<file path="src/rtl/present16_pkg.sv">
// Shared widths, FSM encoding and round helpers for the 16-bit PRESENT-style datapath.
package present16_pkg;
   localparam int STATE_W = 16;
   localparam int KEY_W   = 32;
   localparam int KEY_ROT = 13;
   localparam int RK_HI   = 31;
   localparam int RK_LO   = 16;
   localparam int RC_HI   = 19;
   localparam int RC_LO   = 15;

   typedef enum logic [1:0] {IDLE, ROUND, FINAL, DONE} fsm_t;

   // Bit i lands on (4*i) mod 15; the top bit is a fixed point.
   function automatic logic [STATE_W-1:0] perm(input logic [STATE_W-1:0] x);
      logic [STATE_W-1:0] y;
      y = '0;
      for (int i = 0; i < STATE_W-1; i++) y[(4*i) % (STATE_W-1)] = x[i];
      y[STATE_W-1] = x[STATE_W-1];
      return y;
   endfunction

   function automatic logic [KEY_W-1:0] rotl(input logic [KEY_W-1:0] k);
      return {k[KEY_W-KEY_ROT-1:0], k[KEY_W-1:KEY_W-KEY_ROT]};
   endfunction
endpackage

</file>
<file path="src/rtl/present16_round_ctrl_if.sv">
// Handshake and substitution-layer bundle for present16_round_ctrl.
// PRESENT_ABORT_EN adds the abort input.
interface present16_round_ctrl_if;
   import present16_pkg::*;

   logic               in_valid;
   logic               in_ready;
   logic [STATE_W-1:0] in_data;
   logic [KEY_W-1:0]   in_key;
   logic [STATE_W-1:0] sbox_in;
   logic [STATE_W-1:0] sbox_out;
   logic               out_valid;
   logic               out_ready;
   logic [STATE_W-1:0] out_data;
   logic               busy;
`ifdef PRESENT_ABORT_EN
   logic               abort;

   modport slave  (input  in_valid, in_data, in_key, sbox_out, out_ready, abort,
                   output in_ready, sbox_in, out_valid, out_data, busy);
   modport master (output in_valid, in_data, in_key, sbox_out, out_ready, abort,
                   input  in_ready, sbox_in, out_valid, out_data, busy);
`else
   modport slave  (input  in_valid, in_data, in_key, sbox_out, out_ready,
                   output in_ready, sbox_in, out_valid, out_data, busy);
   modport master (output in_valid, in_data, in_key, sbox_out, out_ready,
                   input  in_ready, sbox_in, out_valid, out_data, busy);
`endif
endinterface

</file>
<file path="src/rtl/present16_key_sched.sv">
// Key register: loads on accept, rotates by 13 and mixes the round counter each round.
module present16_key_sched
   import present16_pkg::*;
(
   input  logic               clk,
   input  logic               rst_n,
   input  logic               load,
   input  logic               step,
   input  logic [KEY_W-1:0]   key_in,
   input  logic [4:0]         rnd,
   output logic [STATE_W-1:0] rkey
);
   logic [KEY_W-1:0] key;
   logic [KEY_W-1:0] key_nxt;

   always_comb begin
      key_nxt = rotl(key);
      key_nxt[RC_HI:RC_LO] = key_nxt[RC_HI:RC_LO] ^ rnd;
   end

   always_ff @(posedge clk) begin
      if (!rst_n)    key <= '0;
      else if (load) key <= key_in;
      else if (step) key <= key_nxt;
   end

   assign rkey = key[RK_HI:RK_LO];
endmodule

</file>
<file path="src/rtl/present16_round_ctrl.sv">
// Iterative PRESENT-16 round controller around an external substitution layer.
// Optional macro PRESENT_ABORT_EN adds an abort input.
module present16_round_ctrl
   import present16_pkg::*;
#(
   parameter int ROUNDS = 31
)(
   input  logic                  clk,
   input  logic                  rst_n,
   present16_round_ctrl_if.slave bus
);
   if (ROUNDS < 1 || ROUNDS > 31) begin : g_bad_rounds
      $error("present16_round_ctrl: ROUNDS must be within 1..31");
   end

   localparam logic [4:0] LAST = 5'(ROUNDS);

   fsm_t               st;
   fsm_t               st_nxt;
   logic [STATE_W-1:0] state;
   logic [STATE_W-1:0] rkey;
   logic [STATE_W-1:0] dout;
   logic [4:0]         rnd;
   logic               accept;
   logic               step;
   logic               abort_hit;

`ifdef PRESENT_ABORT_EN
   assign abort_hit = bus.abort && (st != IDLE);
`else
   assign abort_hit = 1'b0;
`endif

   assign accept = (st == IDLE) && bus.in_valid;
   assign step   = (st == ROUND) && !abort_hit;

   always_ff @(posedge clk) begin
      if (!rst_n) st <= IDLE;
      else        st <= st_nxt;
   end

   always_comb begin
      st_nxt = st;
      case (st)
         IDLE:    if (bus.in_valid) st_nxt = ROUND;
         ROUND:   if (rnd == LAST) st_nxt = FINAL;
         FINAL:   st_nxt = DONE;
         DONE:    if (bus.out_ready) st_nxt = IDLE;
         default: st_nxt = IDLE;
      endcase
      if (abort_hit) st_nxt = IDLE;
   end

   always_comb begin
      bus.in_ready  = 1'b0;
      bus.busy      = 1'b0;
      bus.out_valid = 1'b0;
      case (st)
         IDLE:         bus.in_ready  = 1'b1;
         ROUND, FINAL: bus.busy      = 1'b1;
         DONE:         bus.out_valid = 1'b1;
         default:      ;
      endcase
   end

   // The substitution layer answers combinationally, so its result is permuted in the same cycle.
   always_ff @(posedge clk) begin
      if (!rst_n) begin
         state <= '0;
         rnd   <= '0;
         dout  <= '0;
      end else begin
         if (accept) begin
            state <= bus.in_data;
            rnd   <= 5'd1;
         end else if (step) begin
            state <= perm(bus.sbox_out);
            rnd   <= rnd + 5'd1;
         end
         if (st == FINAL && !abort_hit) dout <= state ^ rkey;
      end
   end

   present16_key_sched u_ks (
      .clk    (clk),
      .rst_n  (rst_n),
      .load   (accept),
      .step   (step),
      .key_in (bus.in_key),
      .rnd    (rnd),
      .rkey   (rkey)
   );

   assign bus.sbox_in  = state ^ rkey;
   assign bus.out_data = dout;
endmodule

</file>
<file path="src/flat_wrapper.sv">
// flat-port wrapper written by rule: the top's interface ports become plain ports
module present16_round_ctrl_flat import present16_pkg::*;
#(
   parameter int ROUNDS = 31
)
  (clk, rst_n, bus_in_valid, bus_in_data, bus_in_key, bus_sbox_out, bus_out_ready, bus_in_ready, bus_sbox_in, bus_out_valid, bus_out_data, bus_busy);
  present16_round_ctrl_if bus_i ();
  input  logic clk;
  input  logic rst_n;
  input wire logic [$bits(bus_i.in_valid)-1:0] bus_in_valid;
  input wire logic [$bits(bus_i.in_data)-1:0] bus_in_data;
  input wire logic [$bits(bus_i.in_key)-1:0] bus_in_key;
  input wire logic [$bits(bus_i.sbox_out)-1:0] bus_sbox_out;
  input wire logic [$bits(bus_i.out_ready)-1:0] bus_out_ready;
  output wire logic [$bits(bus_i.in_ready)-1:0] bus_in_ready;
  output wire logic [$bits(bus_i.sbox_in)-1:0] bus_sbox_in;
  output wire logic [$bits(bus_i.out_valid)-1:0] bus_out_valid;
  output wire logic [$bits(bus_i.out_data)-1:0] bus_out_data;
  output wire logic [$bits(bus_i.busy)-1:0] bus_busy;
  assign bus_i.in_valid = bus_in_valid;
  assign bus_i.in_data = bus_in_data;
  assign bus_i.in_key = bus_in_key;
  assign bus_i.sbox_out = bus_sbox_out;
  assign bus_i.out_ready = bus_out_ready;
  assign bus_in_ready = bus_i.in_ready;
  assign bus_sbox_in = bus_i.sbox_in;
  assign bus_out_valid = bus_i.out_valid;
  assign bus_out_data = bus_i.out_data;
  assign bus_busy = bus_i.busy;
  present16_round_ctrl #(.ROUNDS(ROUNDS)) u_core (.clk(clk), .rst_n(rst_n), .bus(bus_i));
endmodule
</file>
<file path="config.mk">
export PLATFORM = sky130hd
export DESIGN_NAME = present16_round_ctrl_flat
export DESIGN_NICKNAME = d
export VERILOG_FILES = /design/src/rtl/present16_pkg.sv /design/src/rtl/present16_round_ctrl_if.sv /design/src/rtl/present16_key_sched.sv /design/src/rtl/present16_round_ctrl.sv /design/src/flat_wrapper.sv
export SDC_FILE = /design/constraint.sdc
export NUM_CORES = 1
export LEC_CHECK = 0
export ABC_AREA = 1
export CORE_MARGIN = 4
export CORE_UTILIZATION = 40
export CTS_BUF_LIST = sky130_fd_sc_hd__clkbuf_4
export CTS_CLUSTER_DIAMETER = 150
export CTS_CLUSTER_SIZE = 40
export DETAILED_ROUTE_END_ITERATION = 6
export GPL_ROUTABILITY_DRIVEN = 0
export GPL_TIMING_DRIVEN = 0
export PLACE_DENSITY = 0.71
export SETUP_SLACK_MARGIN = 0.05
export SLEW_MARGIN = 20
export SYNTH_ARGS = -nofsm -noshare
export SYNTH_HDL_FRONTEND = slang
export SYNTH_SLANG_ARGS = --single-unit
</file>
<file path="constraint.sdc">
create_clock -name clk -period 1.3 [get_ports clk]
set_input_delay 0.26 -clock clk [delete_from_list [all_inputs] [get_ports clk]]
set_output_delay 0.26 -clock clk [all_outputs]
set_load 0.005 [all_outputs]
</file>
==> run_results.csv, run 1 <==
group,metric,value,unit
grt,first_global_vias,4076,
logic_synthesis,ys_seq_area_share,43.5,%
grt,antenna_violations_before_repair,1,
logic_synthesis,synth_top_cell_area_share,43.5,%
logic_synthesis,synth_area_in_xor_xnor,4.56,%
clock_tree,cts_tree,"yes",
worst_setup_path,slowest_delay,400,ps
hold_path,hp-class,"input port to register",
outcome,violations,"setup timing",
power,worst_ir_drop_vdd,1070,uV
worst_setup_path,cp_cell_sequence,"inv_4 > buf_12 > ha_4 > inv_4 > buf_6 > nand2_8 > buf_8 > nand2_1 > inv_1 > a21oi_1",
sta,period_minus_slack,1550,ps
sta,post-route-period-util,119,%
worst_setup_path,cpMostUsedCell,"sky130_fd_sc_hd__inv_4",
logic_synthesis,ys_types,19,
worst_setup_path,critical_path.top_delay_family,"buffers and inverters",
grt,grt_max_degree,12,
die,fp.dieArea,9680,um2
clock_tree,cts_made_buffers,9,
clock_tree,holdBufCountCts,0,
logic_synthesis,synth-compound-area-share,19.1,%
worst_setup_path,cp_max_fo,5,
clock_tree,cts_htree_levels,3,
finish,areaGrowthSynthToFinish,99.4,%
placed_design,port_buffers,102,
detailed_routing,wl_per_cell,23.2,um
worst_setup_path,timing.critical_path.slowest_stage_cell,"sky130_fd_sc_hd__dfxtp_4",
logic_synthesis,synth_warnings,0,
power,power.total,15.6,mW
grt,grt-ovfl-total,0,
clock_tree,root_buffer,"sky130_fd_sc_hd__clkbuf_4",
sta,layout_setup_ws,-249,ps
grt,grt_first_pass_wirelength,21100,um
sta,report.final.hold_viol_count,0,
die,io-pin-count,103,
die,die_height,98.4,um
worst_setup_path,crit_type,"register to register",
finish,fillers,376,
placed_design,post-place-cells,658,
flow_run,max-cap-violations,0,
sta,final_max_slew_viol_count,0,
worst_setup_path,reg2reg_slack,-250,ps
logic_synthesis,synth_simple_gate_area_share,21.9,%
worst_setup_path,critical_path.n_buffers_inverters,6,
logic_synthesis,syn_nets,529,
clock_tree,clkLatencyLatePin,430,ps
worst_setup_path,start_kind,"register",
worst_setup_path,worst-endpoint-required,1650,ps
logic_synthesis,syn-cell-area,3270,um2
grt,groute.usage.overall,27.7,%
sta,finalSetupViolCount,85,
sta,finalSetupTns,-12130,ps
die,start_util,41.6,%
finish,finish.instance_area,6520,um2
clock_tree,clk_transition_reported_paths,130,ps
detailed_routing,first_iter_violations,508,
die,fp-row-count,32,
worst_setup_path,endpoint_kind,"register",
clock_tree,clock_sink_count,71,
die,core_area,7850,um2
power,power.leakage,2.82,nW
finish,layout-drive-gt1-share,57.5,%
logic_synthesis,synth.avg_cell_area,7.20,um2
sta,clock_skew,13.7,ps
logic_synthesis,yosys_register_bits,71,
logic_synthesis,synthCells,454,
sta,worstMarginPinSlew,462,ps
detailed_routing,post-route-drc-count,0,
logic_synthesis,cell_taking_the_most_area_after_synthesis,"sky130_fd_sc_hd__dfxtp_1",
detailed_routing,drt_pre_antenna_iters,6,
finish,post_layout_nonfiller_instances,755,
placed_design,placed_inst_area,4460,um2
clock_tree,clk_path_buf_depth,2,
sta,maxClockFrequency,0.645,GHz
detailed_routing,vias,4522,
outcome,run_status,"finished, violations left",
sta,grt_setup_unrepaired,"yes",
detailed_routing,postRouteAntennaNets,0,
logic_synthesis,post_synth_mux_area_share,0,%
sta,timing.slew.headroom,69.2,%
power,power.density_cell_area,2400,nW/um2
detailed_routing,finalWirelength,17500,um
logic_synthesis,synth_top_family_by_area,"simple AND/OR/NAND/NOR gates",
placed_design,dp_hpwl,7910,um
worst_setup_path,arrival,1900,ps
logic_synthesis,synth.area.top_cells,"sky130_fd_sc_hd__dfxtp_1 (43%), sky130_fd_sc_hd__nand2_1 (14%), sky130_fd_sc_hd__o21ai_0 (8.7%), sky130_fd_sc_hd__a31oi_1 (6.5%), sky130_fd_sc_hd__nor2_1 (4.4%)",
detailed_routing,viasPerCell,5.99,
finish,nNetsFinal,723,
placed_design,dpl_worst_slack,-490,ps
logic_synthesis,post_synth_fa_ha_maj_area_fraction,2.68,%
die,fp.dieW,98.4,um
## registers in the layout, summed over array words and instances (netlist names)
register and cells:
u_core.bus.out_data 16, u_core.rnd 5, u_core.st 2, u_core.state 16
u_core.u_ks.key 32
## path summary, 6_finish.rpt
kind,depth (start not counted),end,from
min reg2reg,2,u_core.u_ks.key[7]$_SDFFE_PN0P_,u_core.u_ks.key[7]$_SDFFE_PN0P_
max reg2reg,10,u_core.u_ks.key[18]$_SDFFE_PN0P_,u_core.st[1]$_SDFFE_PN0P_
min,3,u_core.u_ks.key[29]$_SDFFE_PN0P_,rst_n
max,10,u_core.u_ks.key[18]$_SDFFE_PN0P_,u_core.st[1]$_SDFFE_PN0P_
## routing by layer
metal | global-route usage, % | up-vias | share of wire (%)
met4 | 12.8 | 0 | 6.6
met5 | 0 | - | 0
met2 | 47.3 | 405 | 47
met1 | 34.0 | 2112 | 35
met3 | 4.71 | 122 | 11
li1 | - | 1883 | -
## repair_timing
action | 4_1_cts | 5_1_grt
endpoints found under the setup margin | 101 | 103
hold endpoints to repair | 0 | 0
setup buffers | 42 | 28
gates cloned | 13 | 3
gates resized for setup | 368 | 189
pin swaps | 65 | 68
## cell families (layout without fill, tap and decap cells)
logic type | Yosys count | after routing
AOI/OAI and AO/OA | 116 | 116
xor gates and xnor gates | 17 | 17
adders and majority gates | 7 | 7
buffers and inverters | 62 | 260
DFF | 71 | 71
other | 0 | 1
and+or+nand+nor | 181 | 181
## worst register-to-register path, stage by stage (launching register included)
cell and delay, ps:
sky130_fd_sc_hd__dfxtp_4 400, sky130_fd_sc_hd__inv_4 50, sky130_fd_sc_hd__buf_12 120, sky130_fd_sc_hd__ha_4 210
sky130_fd_sc_hd__inv_4 100, sky130_fd_sc_hd__buf_6 120, sky130_fd_sc_hd__nand2_8 90, sky130_fd_sc_hd__buf_8 160
sky130_fd_sc_hd__nand2_1 70, sky130_fd_sc_hd__inv_1 40, sky130_fd_sc_hd__a21oi_1 130
## placed cells by master, fill, tap and decap left out, types with 5 or more instances in the layout
cell type	synthesis	routed
sky130_fd_sc_hd__dfxtp_2	0	30
sky130_fd_sc_hd__a31oi_4	0	5
sky130_fd_sc_hd__nand3_1	11	9
sky130_fd_sc_hd__buf_12	0	7
sky130_fd_sc_hd__a21oi_2	0	9
sky130_fd_sc_hd__a21oi_1	18	9
sky130_fd_sc_hd__o21ai_0	57	11
sky130_fd_sc_hd__buf_6	2	18
sky130_fd_sc_hd__buf_4	0	55
sky130_fd_sc_hd__o21ai_1	7	19
sky130_fd_sc_hd__inv_1	31	21
sky130_fd_sc_hd__clkdlybuf4s50_1	0	66
sky130_fd_sc_hd__nand2_4	0	23
sky130_fd_sc_hd__xor2_4	0	6
sky130_fd_sc_hd__clkbuf_2	0	17
sky130_fd_sc_hd__clkbuf_4	0	11
sky130_fd_sc_hd__buf_2	18	18
sky130_fd_sc_hd__nor2_2	0	7
sky130_fd_sc_hd__nand2_2	1	31
sky130_fd_sc_hd__dfxtp_1	71	17
sky130_fd_sc_hd__dfxtp_4	0	24
sky130_fd_sc_hd__buf_8	0	17
sky130_fd_sc_hd__xor2_2	0	10
sky130_fd_sc_hd__ha_4	0	5
sky130_fd_sc_hd__inv_2	0	5
sky130_fd_sc_hd__a31oi_1	34	28
sky130_fd_sc_hd__nor2_1	38	27
sky130_fd_sc_hd__or2_2	6	5
sky130_fd_sc_hd__nand2_1	120	65
sky130_fd_sc_hd__o21ai_2	0	30
## layout make-up
class | count | area [um2] | area share, %
diodes | 1 | 2.50 | 0.0384
clock buffers | 10 | 75.1 | 1.15
multi-input cells | 321 | 2500 | 38.4
well taps | 102 | 128 | 1.96
inverters | 33 | 148 | 2.27
repair inverters | 1 | 8.76 | 0.134
repair buffers | 183 | 1740 | 26.7
flip-flops and latches | 71 | 1550 | 23.8
plain buffers | 28 | 338 | 5.18
clock inverters | 5 | 26.3 | 0.403
## power breakdown
part	internal (mW)	total (mW)	switching (mW)
clock	0.389	1.24	0.847
sequential	3.11	4.01	0.902
combinational	5.19	10.4	5.19
total	8.69	15.6	6.94
## through the flow
stage,utilization (%),hold WS (ps)
6_report,83.1,262
5_1_grt,83.1,276
4_1_cts,73.1,400
3_5_place_dp,56.9,473
3_3_place_gp,56.9,472
2_1_floorplan,-,398
## synthesized netlist by cell type
cell type                  count
sky130_fd_sc_hd__a31oi_1      34
sky130_fd_sc_hd__ha_1          7
sky130_fd_sc_hd__nor3_1        5
sky130_fd_sc_hd__o21ai_1       7
sky130_fd_sc_hd__dfxtp_1      71
sky130_fd_sc_hd__xor2_1       16
sky130_fd_sc_hd__inv_1        31
sky130_fd_sc_hd__buf_2        18
sky130_fd_sc_hd__or2_2         6
sky130_fd_sc_hd__a21oi_1      18
sky130_fd_sc_hd__clkbuf_1      9
sky130_fd_sc_hd__xnor2_1       1
sky130_fd_sc_hd__clkinv_1      2
sky130_fd_sc_hd__nor2_1       38
sky130_fd_sc_hd__o21ai_0      57
sky130_fd_sc_hd__nand2_2       1
sky130_fd_sc_hd__nand3_1      11
sky130_fd_sc_hd__buf_6         2
sky130_fd_sc_hd__nand2_1     120
(Power assumes the default switching activity.)
==> inputs of run 2 (changes only) <==
CORE_ASPECT_RATIO = 1.75   (was not set)
==> run 2 against run 1 <==
  * The flow still finishes with violations (setup timing)
  * Critical endpoint is now u_core.u_ks.key[11]$_SDFFE_PN0P_
  * Largest power group unchanged
  * Utilization is 6.8 points lower
  * Register-to-register slack hardly changed
  * Highest routed layer unchanged
  * Total power is 11% lower
==> run_results.csv, run 2 (synthesis results as in run 1) <==
group,metric,value,unit
flow_run,max-cap-violations,0,
worst_setup_path,crit_type,"register to register",
sta,final_max_slew_viol_count,0,
die,fp.dieW,76.3,um
worst_setup_path,endpoint_kind,"register",
worst_setup_path,start_kind,"register",
grt,first_global_vias,3927,
grt,grt_first_pass_wirelength,19300,um
clock_tree,clock_sink_count,71,
die,fp-row-count,43,
worst_setup_path,crit-reg2reg-launch,"u_core.st[1]$_SDFFE_PN0P_",
sta,timing.slew.headroom,55.2,%
die,fp.dieArea,9740,um2
clock_tree,cts_tree,"yes",
detailed_routing,viasPerCell,5.70,
grt,grt_use_met2,47.9,%
detailed_routing,post-route-drc-count,0,
detailed_routing,drt_pre_antenna_iters,7,
grt,antenna_violations_before_repair,0,
detailed_routing,finalWirelength,14900,um
sta,report.final.hold_viol_count,0,
grt,most_utilized_layer_in_the_global_route_result,"met2",
worst_setup_path,cp_max_fo,6,
die,start_util,41.0,%
grt,groute.usage.overall,25.5,%
worst_setup_path,crit_end,"u_core.u_ks.key[11]$_SDFFE_PN0P_",
clock_tree,clk_path_buf_depth,2,
grt,grt_max_degree,11,
die,core_area,7960,um2
worst_setup_path,timing.critical_path.slowest_stage_cell,"sky130_fd_sc_hd__dfxtp_4",
worst_setup_path,crit-reg2reg-capture,"u_core.u_ks.key[11]$_SDFFE_PN0P_",
die,io-pin-count,103,
finish,layout-drive-gt1-share,49.8,%
grt,grt-ovfl-total,0,
power,power.density_cell_area,2300,nW/um2
power,worst_ir_drop_vdd,1330,uV
detailed_routing,wl_per_cell,20.5,um
sta,clock_skew,10.8,ps
worst_setup_path,slowest_delay,380,ps
clock_tree,holdBufCountCts,0,
finish,layout_common_cells,"sky130_fd_sc_hd__nand2_1 (102), sky130_fd_sc_hd__clkdlybuf4s50_1 (66), sky130_fd_sc_hd__buf_4 (45)",
worst_setup_path,worst-endpoint-required,1630,ps
power,switching_share,42.2,%
sta,maxClockFrequency,0.648,GHz
sta,layout_setup_ws,-244,ps
sta,finalSetupViolCount,84,
finish,largest_register_ffs,32,
finish,post_layout_nonfiller_instances,727,
clock_tree,cts_htree_levels,3,
worst_setup_path,cp_cell_sequence,"inv_4 > buf_4 > ha_4 > inv_6 > buf_12 > buf_8 > nand2_1 > a31oi_1",
hold_path,min_from,"rst_n",
clock_tree,root_buffer,"sky130_fd_sc_hd__clkbuf_4",
power,power.leakage,2.61,nW
sta,worstMarginPinSlew,671,ps
clock_tree,clk_transition_reported_paths,100,ps
power,switchingPower,5.89,mW
placed_design,dpl_worst_slack,-522,ps
worst_setup_path,reg2reg_slack,-240,ps
placed_design,dp_hpwl,8150,um
hold_path,worstHoldPathCells,3,
worst_setup_path,arrival,1880,ps
die,die_height,128,um
outcome,violations,"setup timing",
sta,period_minus_slack,1540,ps
placed_design,port_buffers,102,
grt,grtUsageMet1,24.3,%
hold_path,hp-class,"input port to register",
finish,regMostFlops,"u_core.u_ks.key",
finish,layout.cells.most_common,"sky130_fd_sc_hd__nand2_1",
power,power_frac_comb,64.1,%
sta,grt_setup_unrepaired,"yes",
detailed_routing,first_iter_violations,332,
power,seq_power_share,27.3,%
power,power.internal,8.06,mW
clock_tree,clkLatencyLatePin,430,ps
detailed_routing,vias,4142,
grt,grtUsageMet3,5.71,%
placed_design,post-place-cells,646,
power,power.clock.fraction,8.6,%
finish,diodes,0,
detailed_routing,postRouteAntennaNets,0,
finish,nNetsFinal,708,
clock_tree,cts_made_buffers,9,
sta,post-route-period-util,119,%
outcome,run_status,"finished, violations left",
finish,areaGrowthSynthToFinish,85.7,%
finish,post-route-util,76.2,%
worst_setup_path,timing.reg2reg.worst_path_depth,8,
worst_setup_path,critPathLaunch,"u_core.st[1]$_SDFFE_PN0P_",
run 2: layer usage:
| metal | share of wire, % | up-vias |
|---|---|---|
| li1 | - | 1835 |
| met3 | 5.8 | 81 |
| met5 | 0 | - |
| met4 | 7.0 | 0 |
| met1 | 33 | 1976 |
| met2 | 55 | 250 |
run 2: power by group through the flow:
| stage | Sequential [mW] | Clock, mW | Combinational, mW |
|---|---|---|---|
| 6_report | 3.81 | 1.20 | 8.94 |
| 5_1_grt | 3.87 | 1.27 | 9.44 |
| 4_1_cts | 3.62 | 1.18 | 6.71 |
| 3_5_place_dp | 3.52 | 0 | 4.89 |
| 3_3_place_gp | 3.50 | 0 | 4.79 |
| 2_1_floorplan | 3.36 | 0 | 2.80 |
run 2: worst min-delay path by stage:
stage	end	slack, ps
floorplan	u_core.u_ks.key[29]$_SDFFE_PN0P_	400
CTS	u_core.state[15]$_SDFFE_PN0P_	370
finish	u_core.u_ks.key[29]$_SDFFE_PN0P_	310
detailed placement	u_core.u_ks.key[7]$_SDFFE_PN0P_	470
global route	u_core.u_ks.key[29]$_SDFFE_PN0P_	280
global placement	u_core.u_ks.key[13]$_SDFFE_PN0P_	470
run 2: layout make-up:
class | instances | area [um2]
Clock inverter | 3 | 11.3
Clock buffer | 12 | 90.1
Buffer | 27 | 324
Inverter | 33 | 144
Timing Repair Buffer | 170 | 1600
Tap cell | 90 | 113
Sequential cell | 71 | 1530
Fill cell | 499 | 1890
Multi-Input combinational cell | 321 | 2260
run 2: critical path, delay by kind of cell (launching register included):
kind,cells,cell delay (ps)
and+or+nand+nor,1,70
AOI/OAI and AO/OA,1,250
DFF,1,380
adders and majority gates,1,200
buffers and inverters,5,550
run 2: per-stage QoR:
stage | power (mW) | TNS [ps] | hold WS (ps) | cell area, um2
2_1_floorplan | 6.16 | 0 | 398 | 3320
3_3_place_gp | 8.29 | -30490 | 465 | 4450
3_5_place_dp | 8.41 | -32700 | 473 | 4450
4_1_cts | 11.5 | -6920 | 375 | 5390
5_1_grt | 14.6 | -12610 | 283 | 6070
6_report | 13.9 | -8810 | 306 | 6070
run 2: what timing repair did:
action / 4_1_cts / 5_1_grt
setup endpoints to repair: 104 / 103
setup buffers: 35 / 20
resized for setup: 328 / 158
pin swaps: 28 / 43
cloned: 9 / 5
==> inputs of run 3 (changes only) <==
--- a/config.mk
+++ b/config.mk
@@ -17,4 +17,5 @@
 export GPL_TIMING_DRIVEN = 0
 export PLACE_DENSITY = 0.71
+export RECOVER_POWER = 50
 export SETUP_SLACK_MARGIN = 0.05
 export SLEW_MARGIN = 20
==> constraint.sdc (replaced) <==
create_clock -name clk -period 1.3 [get_ports clk]
set_input_delay 0.26 -clock clk [delete_from_list [all_inputs] [get_ports clk]]
set_output_delay 0.26 -clock clk [all_outputs]
set_load 0.1 [all_outputs]
==> run 3 against run 2 <==
  * The run still ends with setup timing left
  * Global-route usage up 0.21 points
  * Flip-flop and latch count unchanged
  * First-iteration DRC count up 3.9%
  * Total power up 47%
  * Sequential power up 8.7%
  * Final cell count down 0.41%
  * Critical endpoint is now bus_in_ready
==> run_results.csv, run 3 (synthesis results as in run 1) <==
group,metric,value,unit
outcome,run_status,"finished, violations left",
outcome,violations,"setup timing",
die,fp.dieArea,9740,um2
sta,report.final.hold_viol_count,0,
finish,layout.cells.most_common,"sky130_fd_sc_hd__nand2_1",
grt,first_global_vias,3853,
clock_tree,cts_htree_levels,3,
detailed_routing,post-route-drc-count,0,
sta,finalSetupViolCount,85,
grt,grt_max_degree,11,
worst_setup_path,crit_type,"register to output pin",
die,io-pin-count,103,
worst_setup_path,start_kind,"register",
clock_tree,clock_sink_count,71,
placed_design,dp_hpwl,8030,um
finish,post-route-util,85.1,%
grt,grt-ovfl-total,0,
sta,period_minus_slack,1570,ps
detailed_routing,finalWirelength,16300,um
hold_path,hp-class,"input port to register",
finish,regMostFlops,"u_core.u_ks.key",
die,fp-row-count,43,
grt,groute.usage.overall,25.7,%
detailed_routing,vias,4250,
clock_tree,root_buffer,"sky130_fd_sc_hd__clkbuf_4",
clock_tree,cts_tree,"yes",
worst_setup_path,cp_max_fo,2,
clock_tree,clkLatencyLatePin,460,ps
finish,fillers,359,
power,power.leakage,2.78,nW
placed_design,port_buffers,102,
grt,antenna_violations_before_repair,0,
finish,layout_common_cells,"sky130_fd_sc_hd__nand2_1 (103), sky130_fd_sc_hd__clkdlybuf4s50_1 (66), sky130_fd_sc_hd__buf_4 (45)",
die,fp.dieW,76.3,um
power,power.total,20.5,mW
clock_tree,clk_path_buf_depth,2,
power,power.density_cell_area,3030,nW/um2
worst_setup_path,endpoint_kind,"output pin",
grt,grt_first_pass_wirelength,19300,um
clock_tree,cts_made_buffers,9,
worst_setup_path,arrival,1310,ps
detailed_routing,drt_pre_antenna_iters,5,
detailed_routing,wl_per_cell,22.5,um
worst_setup_path,reg2reg_slack,-270,ps
power,worst_ir_drop_vdd,2330,uV
detailed_routing,viasPerCell,5.87,
finish,nNetsFinal,705,
finish,diodes,0,
sta,worstMarginPinSlew,747,ps
sta,maxClockFrequency,0.636,GHz
detailed_routing,first_iter_violations,345,
finish,layout-drive-gt1-share,49.8,%
sta,timing.slew.headroom,50.2,%
sta,grt_setup_unrepaired,"yes",
sta,clock_skew,22.0,ps
die,start_util,41.0,%
flow_run,max-cap-violations,0,
die,core_area,7960,um2
sta,post-route-period-util,121,%
detailed_routing,postRouteAntennaNets,0,
hold_path,worstHoldPathCells,3,
worst_setup_path,timing.reg2reg.worst_path_depth,10,
clock_tree,clk_transition_reported_paths,130,ps
sta,final_max_slew_viol_count,0,
worst_setup_path,worst-endpoint-required,1040,ps
sta,layout_setup_ws,-273,ps
die,die_height,128,um
finish,largest_register_ffs,32,
finish,areaGrowthSynthToFinish,107,%
run 3: changes by cell type in the layout (fill, tap and decap cells not counted), sizes merged:
| cell | change |
|---|---|
| buf | +8 |
| clkbuf | -8 |
| clkdlybuf4s15 | -2 |
| clkinv | -2 |
| dlygate4sd2 | +1 |
| dlymetal6s2s | -1 |
| inv | +1 |
run 3: power by group:
part / switching (mW) / leakage, nW / internal (mW)
combinational: 8.78 / 2.10 / 6.33
sequential: 0.975 / 0.617 / 3.16
clock: 0.825 / 0.0653 / 0.462
run 3: cell type report:
cell class,count,area (um2),share of cell area [%]
Timing Repair Buffer,166,2040,30.1
Multi-Input combinational cell,321,2450,36.2
Clock buffer,13,97.6,1.44
Buffer,28,334,4.93
Clock inverter,2,8.76,0.129
Inverter,33,145,2.14
Tap cell,90,113,1.66
Sequential cell,71,1590,23.4
run 3: path summary, 6_finish.rpt:
kind	start	end
min	bus_sbox_out[15]	u_core.state[15]$_SDFFE_PN0P_
min reg2reg	u_core.u_ks.key[3]$_SDFFE_PN0P_	u_core.u_ks.key[3]$_SDFFE_PN0P_
max reg2reg	u_core.st[1]$_SDFFE_PN0P_	u_core.u_ks.key[25]$_SDFFE_PN0P_
max	u_core.st[1]$_SDFFE_PN0P_	bus_in_ready
run 3: metal layers:
metal / up-vias / GRT usage (%) / routed length (um)
met3: 106 / 3.81 / 1110
met1: 2008 / 26.5 / 5240
met2: 291 / 48.8 / 8740
met4: 0 / 14.6 / 1160
li1: 1845 / - / -
met5: - / 0 / 0
run 3: metrics by stage:
| stage | std cells | hold slack, ps | area (um2) | setup WS, ps | TNS (ps) |
|---|---|---|---|---|---|
| floorplan | 454 | 391 | 3660 | -130 | -4730 |
| global placement | 646 | 474 | 4800 | -744 | -47860 |
| detailed placement | 646 | 473 | 4800 | -743 | -49270 |
| CTS | 702 | 368 | 6120 | -261 | -9720 |
| global route | 724 | 368 | 6780 | -299 | -16880 |
| finish | 724 | 348 | 6780 | -273 | -13660 |
run 3: worst max-delay path, stage by stage, from the launching register on:
cell	delay, ps
sky130_fd_sc_hd__dfxtp_4	380
sky130_fd_sc_hd__inv_4	40
sky130_fd_sc_hd__ha_4	170
sky130_fd_sc_hd__buf_12	120
sky130_fd_sc_hd__buf_12	150
run 3: what timing repair did:
action / 4_1_cts / 5_1_grt
pin swaps: 35 / 31
endpoints found under the setup margin: 106 / 105
gates cloned: 5 / 6
gates resized for setup: 490 / 115
buffers inserted: 36 / 17
hold buffers: 0 / 0
